File: src/rtl/output_deskew_buffer_if.sv
// rtl/output_deskew_buffer_if.sv - stream-side signal bundle for output_deskew_buffer
//
// Purpose: groups the skewed input stream and the aligned FIFO output stream.
// Signals:
//   in_valid  column-0 result valid (column j follows j cycles later)
//   in_res    skewed results, lane j in bits [(j+1)*DW-1 : j*DW]
//   out_valid aligned row available at the FIFO head
//   out_ready consumer accepts the head row
//   out_res   aligned head row, same lane mapping as in_res
// Modports: master = producer/consumer side, slave = the deskew buffer.
interface output_deskew_buffer_if #(
    parameter int AW = 4,
    parameter int DW = 32
);
    logic              in_valid;
    logic [AW*DW-1:0]  in_res;
    logic              out_valid;
    logic              out_ready;
    logic [AW*DW-1:0]  out_res;

    modport master (
        output in_valid,
        output in_res,
        output out_ready,
        input  out_valid,
        input  out_res
    );

    modport slave (
        input  in_valid,
        input  in_res,
        input  out_ready,
        output out_valid,
        output out_res
    );
endinterface

File: src/rtl/output_deskew_buffer.sv
// rtl/output_deskew_buffer.sv - realigns skewed systolic-array results into a row FIFO
//
// Purpose: lane j of the array output arrives j cycles after lane 0. Each lane
// is delayed by AW-1-j register stages so a whole row lines up, then the row
// is pushed into a first-word-fall-through FIFO of DEPTH entries.
// Optional feature: define OUTBUF_RELU_EN to clamp negative lanes to 0 at FIFO write.
// Ports:
//   clk       rising-edge clock
//   rst       synchronous active-low reset
//   io        output_deskew_buffer_if.slave (in_valid/in_res, out_valid/out_ready/out_res)
//   full      FIFO holds DEPTH rows
//   empty     FIFO holds no rows
//   count     FIFO occupancy
//   overflow  sticky: an aligned row was dropped because the FIFO was full
module output_deskew_buffer #(
    parameter int AW    = 4,
    parameter int DW    = 32,
    parameter int DEPTH = 4
) (
    input  logic                         clk,
    input  logic                         rst,
    output_deskew_buffer_if.slave        io,
    output logic                         full,
    output logic                         empty,
    output logic [$clog2(DEPTH+1)-1:0]   count,
    output logic                         overflow
);
    localparam int CW = $clog2(DEPTH + 1);
    localparam int PW = $clog2(DEPTH);

    logic [AW*DW-1:0] aligned;
    logic [AW*DW-1:0] wr_row;
    logic             wr_v;

    // Per-lane delay lines: lane j needs AW-1-j stages so every lane of a row
    // reaches the FIFO on the same edge as lane AW-1, which is undelayed.
    for (genvar j = 0; j < AW; j++) begin : g_lane
        localparam int NS = AW - 1 - j;
        if (NS == 0) begin : g_direct
            assign aligned[j*DW +: DW] = io.in_res[j*DW +: DW];
        end else begin : g_delay
            logic [DW-1:0] stg [NS];
            always_ff @(posedge clk) begin
                if (!rst) begin
                    for (int k = 0; k < NS; k++) stg[k] <= '0;
                end else begin
                    stg[0] <= io.in_res[j*DW +: DW];
                    for (int k = 1; k < NS; k++) stg[k] <= stg[k-1];
                end
            end
            assign aligned[j*DW +: DW] = stg[NS-1];
        end
    end

    // Valid follows lane 0's path so wr_v marks the edge the row is complete.
    if (AW == 1) begin : g_vld_direct
        assign wr_v = io.in_valid;
    end else begin : g_vld_delay
        logic [AW-2:0] vld;
        always_ff @(posedge clk) begin
            if (!rst) begin
                vld <= '0;
            end else begin
                vld[0] <= io.in_valid;
                for (int k = 1; k < AW - 1; k++) vld[k] <= vld[k-1];
            end
        end
        assign wr_v = vld[AW-2];
    end

    always_comb begin
        wr_row = aligned;
`ifdef OUTBUF_RELU_EN
        for (int j = 0; j < AW; j++) begin
            if (aligned[j*DW + DW - 1]) wr_row[j*DW +: DW] = '0;
        end
`endif
    end

    logic [AW*DW-1:0] mem [DEPTH];
    logic [PW-1:0]    wr_ptr;
    logic [PW-1:0]    rd_ptr;
    logic             push;
    logic             pop;

    assign full         = (count == CW'(DEPTH));
    assign empty        = (count == '0);
    assign io.out_valid = !empty;
    assign io.out_res   = empty ? '0 : mem[rd_ptr];
    assign pop          = io.out_valid && io.out_ready;
    // A simultaneous pop frees the slot, so a push at full is still accepted.
    assign push         = wr_v && (!full || pop);

    always_ff @(posedge clk) begin
        if (!rst) begin
            wr_ptr   <= '0;
            rd_ptr   <= '0;
            count    <= '0;
            overflow <= 1'b0;
        end else begin
            if (push) wr_ptr <= wr_ptr + PW'(1);
            if (pop)  rd_ptr <= rd_ptr + PW'(1);
            case ({push, pop})
                2'b10:   count <= count + CW'(1);
                2'b01:   count <= count - CW'(1);
                default: count <= count;
            endcase
            if (wr_v && !push) overflow <= 1'b1;
        end
    end

    // Storage is not reset: pointers and count define which entries are live.
    always_ff @(posedge clk) begin
        if (rst && push) mem[wr_ptr] <= wr_row;
    end
endmodule

File: src/flat_wrapper.sv
// flat-port wrapper written by rule: the top's interface ports become plain ports
module output_deskew_buffer_flat 
#(
    parameter int AW    = 4,
    parameter int DW    = 32,
    parameter int DEPTH = 4
)
  (clk, rst, full, empty, count, overflow, io_in_valid, io_in_res, io_out_ready, io_out_valid, io_out_res);
  output_deskew_buffer_if #(.AW(AW), .DW(DW)) io_i ();
  input  logic clk;
  input  logic rst;
  output logic full;
  output logic empty;
  output logic [$clog2(DEPTH+1)-1:0] count;
  output logic overflow;
  input wire logic [$bits(io_i.in_valid)-1:0] io_in_valid;
  input wire logic [$bits(io_i.in_res)-1:0] io_in_res;
  input wire logic [$bits(io_i.out_ready)-1:0] io_out_ready;
  output wire logic [$bits(io_i.out_valid)-1:0] io_out_valid;
  output wire logic [$bits(io_i.out_res)-1:0] io_out_res;
  assign io_i.in_valid = io_in_valid;
  assign io_i.in_res = io_in_res;
  assign io_i.out_ready = io_out_ready;
  assign io_out_valid = io_i.out_valid;
  assign io_out_res = io_i.out_res;
  output_deskew_buffer #(.AW(AW), .DW(DW), .DEPTH(DEPTH)) u_core (.clk(clk), .rst(rst), .io(io_i), .full(full), .empty(empty), .count(count), .overflow(overflow));
endmodule
File: config.mk
export PLATFORM = sky130hd
export DESIGN_NAME = output_deskew_buffer_flat
export DESIGN_NICKNAME = d
export VERILOG_FILES = /design/src/rtl/output_deskew_buffer_if.sv /design/src/rtl/output_deskew_buffer.sv /design/src/flat_wrapper.sv
export SDC_FILE = /design/constraint.sdc
export NUM_CORES = 1
export LEC_CHECK = 0
export ABC_AREA = 0
export CORE_MARGIN = 2
export CORE_UTILIZATION = 45
export DETAILED_ROUTE_END_ITERATION = 8
export PLACE_DENSITY = 0.73
export SLEW_MARGIN = 20
export SYNTH_ARGS = -nofsm -noshare
export SYNTH_HDL_FRONTEND = slang
export SYNTH_SLANG_ARGS = --single-unit
export TNS_END_PERCENT = 100
File: constraint.sdc
create_clock -name clk -period 8.4 [get_ports clk]
set_input_delay 1.68 -clock clk [delete_from_list [all_inputs] [get_ports clk]]
set_output_delay 1.68 -clock clk [all_outputs]
set_load 0.005 [all_outputs]
==> results of run 1 <==
## metal layers
metal  up-vias  wire, um
li1       5377         -
met4         2       735
met3        49      2530
met2       293     23100
met1      6022     20900
met5         -        13
## stage by stage
step	hold slack (ps)	power (mW)	area [um2]	std cells
6_report	425	7.56	30700	2376
5_1_grt	444	7.85	30700	2374
4_1_cts	419	7.67	30700	2374
3_5_place_dp	418	4.63	28400	2244
3_3_place_gp	414	4.62	28400	2244
2_1_floorplan	412	4.28	25200	1281
## logic make-up (layout without fill, tap and decap cells)
family,Yosys count,after routing,share of synthesized area
muxes,130,130,0.115
and+or+nand+nor,343,343,0.0847
buffers and inverters,74,419,0.0194
xor gates and xnor gates,2,2,0.000697
other,0,2,0
DFF,717,717,0.774
adders and majority gates,6,6,0.00328
AOI/OAI and AO/OA,9,9,0.00214
## sequential cells by signal, summed over array words and instances, names as in the netlist, named ones only
name	flops
u_core.mem	512
u_core.g_lane.g_delay.stg	192
u_core.count	3
u_core.g_vld_delay.vld	3
u_core.rd_ptr	2
u_core.wr_ptr	2
u_core.overflow	1
## path summary, 6_finish.rpt
kind / from / end / slack [ps]
max: register / io_out_res[19] / 3300
min: u_core.g_lane[0].g_delay.stg[0][53] / u_core.g_lane[0].g_delay.stg[0][85] / 430
max reg2reg: u_core.count[0] / u_core.count[2] / 4800
min reg2reg: u_core.g_lane[0].g_delay.stg[0][53] / u_core.g_lane[0].g_delay.stg[0][85] / 430
## synth_stat cells (2+ instances only)
| cell | number |
|---|---|
| buf_6 | 4 |
| and3_1 | 4 |
| buf_12 | 10 |
| edfxtp_1 | 512 |
| mux2i_1 | 2 |
| a21boi_0 | 2 |
| dfxtp_1 | 205 |
| buf_2 | 15 |
| ha_1 | 5 |
| and2_1 | 325 |
| or3_1 | 3 |
| inv_1 | 8 |
| clkbuf_1 | 37 |
| o21ai_0 | 5 |
| mux4_2 | 128 |
| nand2_1 | 7 |
## where the power goes
group	total (mW)	leakage [nW]	switching, mW	internal (mW)
registers	3.87	6.25	0.0387	3.83
logic	0.667	2.72	0.268	0.399
clock network	3.02	1.10	1.26	1.76
total	7.56	10.1	1.57	5.99
## worst max-delay path, stage by stage, from the launching register on
cell	delay, ps
dfxtp_4	720
buf_4	780
mux4_2	600
and2_1	170
clkdlybuf4s50_1	490
## layout make-up
type                    instances  area [um2]  share of cell area
flip-flops and latches        717       19500               0.635
clock inverters                25         243             0.00791
inverters                       8        30.0            0.000978
multi-input cells             490        5210               0.170
clock buffers                 105        2010              0.0653
repair buffers                281        2790              0.0907
diodes                          2        5.00            0.000163
well taps                     748         936              0.0305
==> qor.yml, run 1 <==
final_layout:
  area_growth_pct: 22.1
  final_cell_mix: "edfxtp_1, and2_1, clkdlybuf4s50_1"
  final_common_cell: "edfxtp_1"
  layout.nets: 1707
  final.fill_count: 4235
  fin_util: 0.556
  drive_gt1_frac: 0.153
run:
  drv_cap: 0
global_route:
  grt_overflow: 0
  grt_use_met3: 0.0358
  gr-usage-all-layers: 0.167
  grt_max_degree: 129
  top_usage_layer: "met2"
  grt_util_met1: 0.226
  antenna_found_initial: 1
  grt_pass1_vias: 12500
  grt_pass1_wl_um: 71800
  gr-usage-met2: 0.270
synth:
  syn_area_um2: 25200
  async_flop_share: 0
  yosysWarningCount: 0
  ys.flop_type: "edfxtp_1"
  syn_nets: 1419
  synthCells: 1281
  ys_seq_area_frac: 0.774
  yosys.area.top_type_share: 0.611
  yosys_register_bits: 717
  syn_area_per_cell_um2: 19.6
  synthTopCellsByArea: "edfxtp_1, dfxtp_1, mux4_2"
  synth.distinct_cells: 25
  yosys.area.top_type: "edfxtp_1"
  synth_edf_count: 512
timing:
  maxSlewHeadroom: 0.339
  fmax_mhz: 196
  finalMaxSlewViolations: 0
  setup_violations: 0
  tightest_slew_ps: 992
  fin_crit_sh: 0.607
  rsz0062_at_grt: "false"
  setup_slack_ps: 3300
  finalClockSkew_ps: 16.1
  hold_viol_final: 0
  fin_tns_setup_ps: 0
  period_needed_ps: 5100
clocking:
  cts_buffers: 71
  clk_path_buf_depth: 3
  cts_tree: "yes"
  h-tree-depth: 3
  post_cts.repair.setup_buffers: 0
  hold_buffers: 0
  ctsResizeCount: 0
  ctsRootBufferMaster: "clkbuf_16"
  worstSkewPairLatency_ps: 610
  cts.clk_slew.worst_paths_ps: 60
  cts_sinks: 717
worst_setup_path:
  r2r_cells: 10
  worst_setup_path_start_kind: "register"
  crit_type: "reg -> out"
  crit_arrival_ps: 3420
  path_max_fanout: 42
  required_ps: 6720
  cp-end-kind: "output pin"
die:
  ios: 267
  rows: 86
  dieHeight_um: 240
  core_um2: 55200
  initial_utilization: 0.456
  die_width_um: 240
  die_area_um2: 57800
placement:
  dp_slack_ps: 3570
  gp_congestion: 0.694
  io_buffers: 266
  dp_hpwl_um: 27200
route:
  avgViaCountPerCell: 4.94
  drc_errors: 0
  via_count: 11700
  drtAntennaViolNets: 0
  routedWlPerCell_um: 19.9
  wirelength_um: 47300
  first_pass_iters: 5
  drt-initial-drc-count: 654
pwr:
  p_leak_nw: 10.1
  ir_drop_uv: 134
  p_per_area_nw_per_um2: 246
worst_hold_path:
  min_path_type: "reg -> reg"
  holdPathStages: 1
outcome:
  status: "finished, final reports clean"
Note: power is estimated with default switching activity, not from simulation.
==> run 2, diff against run 1 <==
Settings changed: PLACE_DENSITY 0.73 to 0.75.
Clock period 8.4 ns to 4.4 ns, I/O delays scaled along.
==> run 2 against run 1 <==
  * Count of clock-buffer cells in the layout is 1 higher
  * Utilization rose by 1.0 points
  * Hold slack about the same
  * Combinational power grew 98%
  * Worst setup slack worse by 2600 ps
  * Critical endpoint is now io_out_res[34]
  * Highest routed layer unchanged
==> qor.yml, run 2 (synthesis gave the netlist of run 1 again) <==
final_layout:
  fin_util: 0.566  # was 0.556
  largest_register_ffs: 512  # unchanged
  final_cell_mix: "edfxtp_1, and2_1, clkdlybuf4s50_1"  # unchanged
  top_register: "u_core.mem"  # unchanged
  final_common_cell: "edfxtp_1"  # unchanged
  area_growth_pct: 24.2  # was 22.1%
  reg_top3: "u_core.mem (512), u_core.g_lane.g_delay.stg (192)"  # unchanged
  drive_gt1_frac: 0.165  # was 0.153
  layout.nets: 1719  # was 1707
  diodes: 0  # was 2
timing:
  tightest_slew_ps: 684  # was 992 ps
  fmax_mhz: 268
  finalClockSkew_ps: 28.0  # was 16.1 ps
  fin_crit_sh: 0.849
  setup_violations: 0  # unchanged
  rsz0062_at_grt: "false"  # unchanged
  hold_viol_final: 0  # unchanged
  finalMaxSlewViolations: 0  # unchanged
  maxSlewHeadroom: 0.544  # was 0.339
  fin_tns_setup_ps: 0  # unchanged
  period_needed_ps: 3740
worst_setup_path:
  path_max_fanout: 42  # unchanged
  required_ps: 3520  # was 6720 ps
  worst-path-buf-inv: 2  # unchanged
  crit_path_max_incr_delay_ps: 590  # was 780 ps
  crit_type: "reg -> out"  # unchanged
  worst_setup_path_start_kind: "register"  # unchanged
  slowest_stage: "dfxtp_4"  # was buf_4
  crit_arrival_ps: 2860  # was 3420 ps
  cp-end-kind: "output pin"  # unchanged
  crit_path_cell_trace: "buf_12, mux4_2, and2_1, clkdlybuf4s50_1"  # was buf_4, mux4_2, and2_1, clkdlybuf4s50_1
  crit_family: "buffers and inverters"  # unchanged
  reg2reg_slack_ps: 1630  # was 4800 ps
placement:
  io_buffers: 266  # unchanged
  gp_congestion: 0.711  # was 0.694
  dp_hpwl_um: 26900  # was 27200 um
route:
  wirelength_um: 47500  # was 47300 um
  via_count: 11800  # was 11700
  avgViaCountPerCell: 4.94  # about the same
  drtAntennaViolNets: 0  # unchanged
  drc_errors: 0  # unchanged
  drt-initial-drc-count: 771  # was 654
  routedWlPerCell_um: 19.9  # about the same
  first_pass_iters: 4  # was 5
global_route:
  grt_max_degree: 185  # was 129
  antenna_found_initial: 2  # was 1
  grt_overflow: 0  # unchanged
  gr-usage-all-layers: 0.167  # about the same
  grt_pass1_wl_um: 71700  # was 71800 um
  grt_pass1_vias: 12400  # was 12500
die:
  die_area_um2: 57800  # unchanged
  dieHeight_um: 240  # unchanged
  rows: 86  # unchanged
  initial_utilization: 0.456  # unchanged
  die_width_um: 240  # unchanged
  core_um2: 55200  # unchanged
  ios: 267  # unchanged
outcome:
  status: "finished, final reports clean"  # unchanged
clocking:
  h-tree-depth: 3  # unchanged
  ctsRootBufferMaster: "clkbuf_16"  # unchanged
  post_cts.repair.setup_buffers: 0  # unchanged
  cts_buffers: 74  # was 71
  cts.clk_slew.worst_paths_ps: 60  # about the same
  hold_buffers: 0  # unchanged
  cts_tree: "yes"  # unchanged
  worstSkewPairLatency_ps: 630  # was 610 ps
  cts_sinks: 717  # unchanged
  ctsResizeCount: 0  # unchanged
  clk_path_buf_depth: 3  # unchanged
worst_hold_path:
  min_path_type: "reg -> reg"  # unchanged
pwr:
  ir_drop_uv: 329  # was 134 uV
  p_leak_nw: 10.3  # was 10.1 nW
  p_per_area_nw_per_um2: 482  # was 246 nW/um2
run:
  drv_cap: 0  # unchanged
==> run 2: cell count changes in the layout (fill, tap and decap cells not counted), sizes merged <==
cell,before,now
clkinv,17,14
inv,13,19
diode,2,0
clkinvlp,0,1
bufinv,3,6
buf,16,25
clkbuf,105,106
==> run 2: power breakdown <==
group / total (mW) / switching (mW) / internal (mW)
combinational: 1.32 / 0.534 / 0.787
sequential: 7.38 / 0.0653 / 7.31
clock: 6.35 / 2.62 / 3.74
==> run 2: worst paths after layout <==
kind	startpoint	end	cells past startpoint
setup reg to reg	u_core.count[0]	u_core.count[2]	9
setup / recovery	register	io_out_res[34]	4
hold / removal	u_core.g_lane[0].g_delay.stg[0][7]	u_core.g_lane[0].g_delay.stg[0][39]	1
hold reg to reg	u_core.g_lane[0].g_delay.stg[0][7]	u_core.g_lane[0].g_delay.stg[0][39]	1
==> run 2: layout make-up <==
type	count	area, um2
inverters	8	30.0
clock buffers	106	2080
flip-flops and latches	717	19500
fillers	4104	23900
repair buffers	290	3050
well taps	748	936
clock inverters	32	452
multi-input cells	490	5210
==> run 2: per-layer routing <==
layer	wire, um	track usage	share of wire
met5	31	0	0.00065
met4	873	0.0535	0.018
met3	2370	0.0342	0.050
met2	23300	0.275	0.49
met1	20900	0.223	0.44
==> run 2: per-stage QoR <==
stage	std cells	power [mW]	worst slack (ps)	hold slack (ps)	area [um2]
floorplan	1281	8.17	1030	412	25200
global placement	2253	8.84	1090	414	28700
detailed placement	2253	8.86	1010	417	28700
CTS	2391	15.3	565	425	31300
global route	2391	15.6	484	440	31300
finish	2391	15.0	665	425	31300
==> run 3, diff against run 2 <==
Settings changed: PLACE_DENSITY 0.75 to 0.73.
Clock period 4.4 ns to 3.91 ns, I/O delays scaled along.
==> run 3 against run 2 <==
  * Critical path type unchanged
  * Utilization is 0.41 points lower
  * Sequential share of layout area up 0.46 points
  * Largest power group unchanged
  * Combinational power up 12%
  * Cell area down 0.72%
  * Critical path depth did not move
  * Die area unchanged
  * Worst setup slack got worse by 320 ps
  * Wire length grew 0.71%
  * Non-clock buffer count rose by 8
==> qor.yml, run 3 (synthesis gave the netlist of run 1 again) <==
outcome:
  status: "finished, final reports clean"  # unchanged
pwr:
  p_sw_frac: 0.213  # was 0.214
  p_comb_frac: 0.091  # was 0.088
  internal_power_mw: 12.8  # was 11.8 mW
  p_leak_nw: 10.2  # was 10.3 nW
  power.share.clock: 0.398  # was 0.422
  p_sw_mw: 3.46  # was 3.21 mW
  p_per_area_nw_per_um2: 524  # was 482 nW/um2
  seq_power_share: 0.511  # was 0.490
  ir_drop_uv: 404  # was 329 uV
route:
  drt-initial-drc-count: 628  # was 771
  drtAntennaViolNets: 0  # unchanged
  routedWlPerCell_um: 20.0  # was 19.9 um
  via_count: 11900  # was 11800
  drc_errors: 0  # unchanged
  first_pass_iters: 5  # was 4
  avgViaCountPerCell: 4.95  # was 4.94
  wirelength_um: 47800  # was 47500 um
worst_setup_path:
  path_max_fanout: 18  # was 42
  required_ps: 3130  # was 3520 ps
  crit_path_cell_trace: "buf_4, mux4_2, and2_1, clkdlybuf4s50_1"  # was buf_12, mux4_2, and2_1, clkdlybuf4s50_1
  cp-end-kind: "output pin"  # unchanged
  crit_path_max_incr_delay_ps: 610  # was 590 ps
  worst_setup_path_start_kind: "register"  # unchanged
  slowest_stage: "dfxtp_4"  # unchanged
  crit_type: "reg -> out"  # unchanged
  crit_arrival_ps: 2790  # was 2860 ps
global_route:
  grt_overflow: 0  # unchanged
  top_usage_layer: "met2"  # unchanged
  grt_pass1_vias: 12600  # was 12400
  grt_use_met3: 0.0363  # was 0.0342
  grt_util_met1: 0.223  # about the same
  grt_pass1_wl_um: 72700  # was 71700 um
  grt_max_degree: 152  # was 185
  gr-usage-met2: 0.279  # was 0.275
  gr-usage-all-layers: 0.169  # was 0.167
  antenna_found_initial: 2  # unchanged
clocking:
  post_cts.repair.setup_buffers: 0  # unchanged
  cts_tree: "yes"  # unchanged
  clk_path_buf_depth: 3  # unchanged
  hold_buffers: 0  # unchanged
  worstSkewPairLatency_ps: 620  # was 630 ps
  cts_buffers: 72  # was 74
  cts.clk_slew.worst_paths_ps: 60  # about the same
  h-tree-depth: 3  # unchanged
  ctsRootBufferMaster: "clkbuf_16"  # unchanged
  ctsResizeCount: 0  # unchanged
  cts_sinks: 717  # unchanged
final_layout:
  layout.nets: 1725  # was 1719
  area_growth_pct: 23.3  # was 24.2%
  reg_top3: "u_core.mem (512), u_core.g_lane.g_delay.stg (192)"  # unchanged
  fin_util: 0.562  # was 0.566
  top_register: "u_core.mem"  # unchanged
  final_common_cell: "edfxtp_1"  # unchanged
  largest_register_ffs: 512  # unchanged
  final_cell_mix: "edfxtp_1, and2_1, clkdlybuf4s50_1"  # unchanged
  drive_gt1_frac: 0.163  # was 0.165
run:
  drv_cap: 0  # unchanged
timing:
  period_needed_ps: 3570
  maxSlewHeadroom: 0.553  # was 0.544
  fmax_mhz: 280
  rsz0062_at_grt: "false"  # unchanged
  finalMaxSlewViolations: 0  # unchanged
  tightest_slew_ps: 671  # was 684 ps
  finalClockSkew_ps: 34.8  # was 28.0 ps
  fin_tns_setup_ps: 0  # unchanged
  hold_viol_final: 0  # unchanged
  fin_crit_sh: 0.912
  setup_violations: 0  # unchanged
placement:
  dp_hpwl_um: 28000  # was 26900 um
  io_buffers: 266  # unchanged
  gp_congestion: 0.689  # was 0.711
die:
  initial_utilization: 0.456  # unchanged
  core_um2: 55200  # unchanged
  dieHeight_um: 240  # unchanged
  rows: 86  # unchanged
  die_area_um2: 57800  # unchanged
  die_width_um: 240  # unchanged
  ios: 267  # unchanged
worst_hold_path:
  min_path_type: "reg -> reg"  # unchanged
==> run 3: cell types whose count changed in the layout (fill, tap and decap cells not counted), moves of 2 or more <==
| cell | before | now |
|---|---|---|
| buf_4 | 8 | 18 |
| clkbuf_8 | 9 | 3 |
| bufinv_16 | 6 | 1 |
| clkinv_2 | 7 | 11 |
| clkinv_8 | 0 | 4 |
| clkbuf_1 | 22 | 25 |
| inv_16 | 5 | 2 |
| buf_12 | 17 | 15 |
| clkinv_1 | 5 | 7 |
==> run 3: cell type report <==
class,count,area (um2)
Clock inverter,31,284
Inverter,8,30.0
Clock buffer,102,1990
Multi-Input combinational cell,490,5210
Antenna cell,1,2.50
Tap cell,748,936
Timing Repair Buffer,298,3090
Fill cell,4158,24200
Sequential cell,717,19500
==> run 3: critical path, delay by kind of cell, from the launching register on <==
kind / cells / cell delay (ps)
flip-flops: 1 / 610
buffers and inverters: 2 / 810
AND/OR/NAND/NOR: 1 / 200
multiplexers: 1 / 550
==> run 3: through the flow <==
step	instances	hold slack (ps)	setup WS, ps	power, mW	area (um2)
finish	2395	413	342	16.3	31000
global route	2394	442	179	16.8	31000
CTS	2394	417	238	16.5	31000
detailed placement	2261	418	880	9.98	28800
global placement	2261	414	941	9.96	28800
floorplan	1281	412	635	9.19	25200
==> run 3: path summary, 6_finish.rpt <==
kind	cells after the start	startpoint	slack, ps	endpoint
worst max-delay path	4	register	340	io_out_res[62]
worst max register to register	9	u_core.count[0]	1260	u_core.count[2]
worst min-delay path	1	u_core.g_lane[0].g_delay.stg[0][2]	410	u_core.g_lane[0].g_delay.stg[0][34]
worst min register to register	1	u_core.g_lane[0].g_delay.stg[0][2]	410	u_core.g_lane[0].g_delay.stg[0][34]
==> run 3: routing by layer <==
layer / part of all wire / vias up
li1: - / 5420
met1: 0.44 / 6095
met2: 0.49 / 291
met3: 0.052 / 56
met4: 0.017 / 0
met5: 0 / -
==> run 3: power by group through the flow <==
| stage | combinational (mW) | sequential, mW | clock [mW] |
|---|---|---|---|
| 3_5_place_dp | 1.51 | 8.46 | 0 |
| 4_1_cts | 1.52 | 8.30 | 6.63 |
| 3_3_place_gp | 1.50 | 8.45 | 0 |
| 2_1_floorplan | 0.762 | 8.43 | 0 |
| 6_report | 1.48 | 8.30 | 6.47 |
| 5_1_grt | 1.61 | 8.31 | 6.93 |
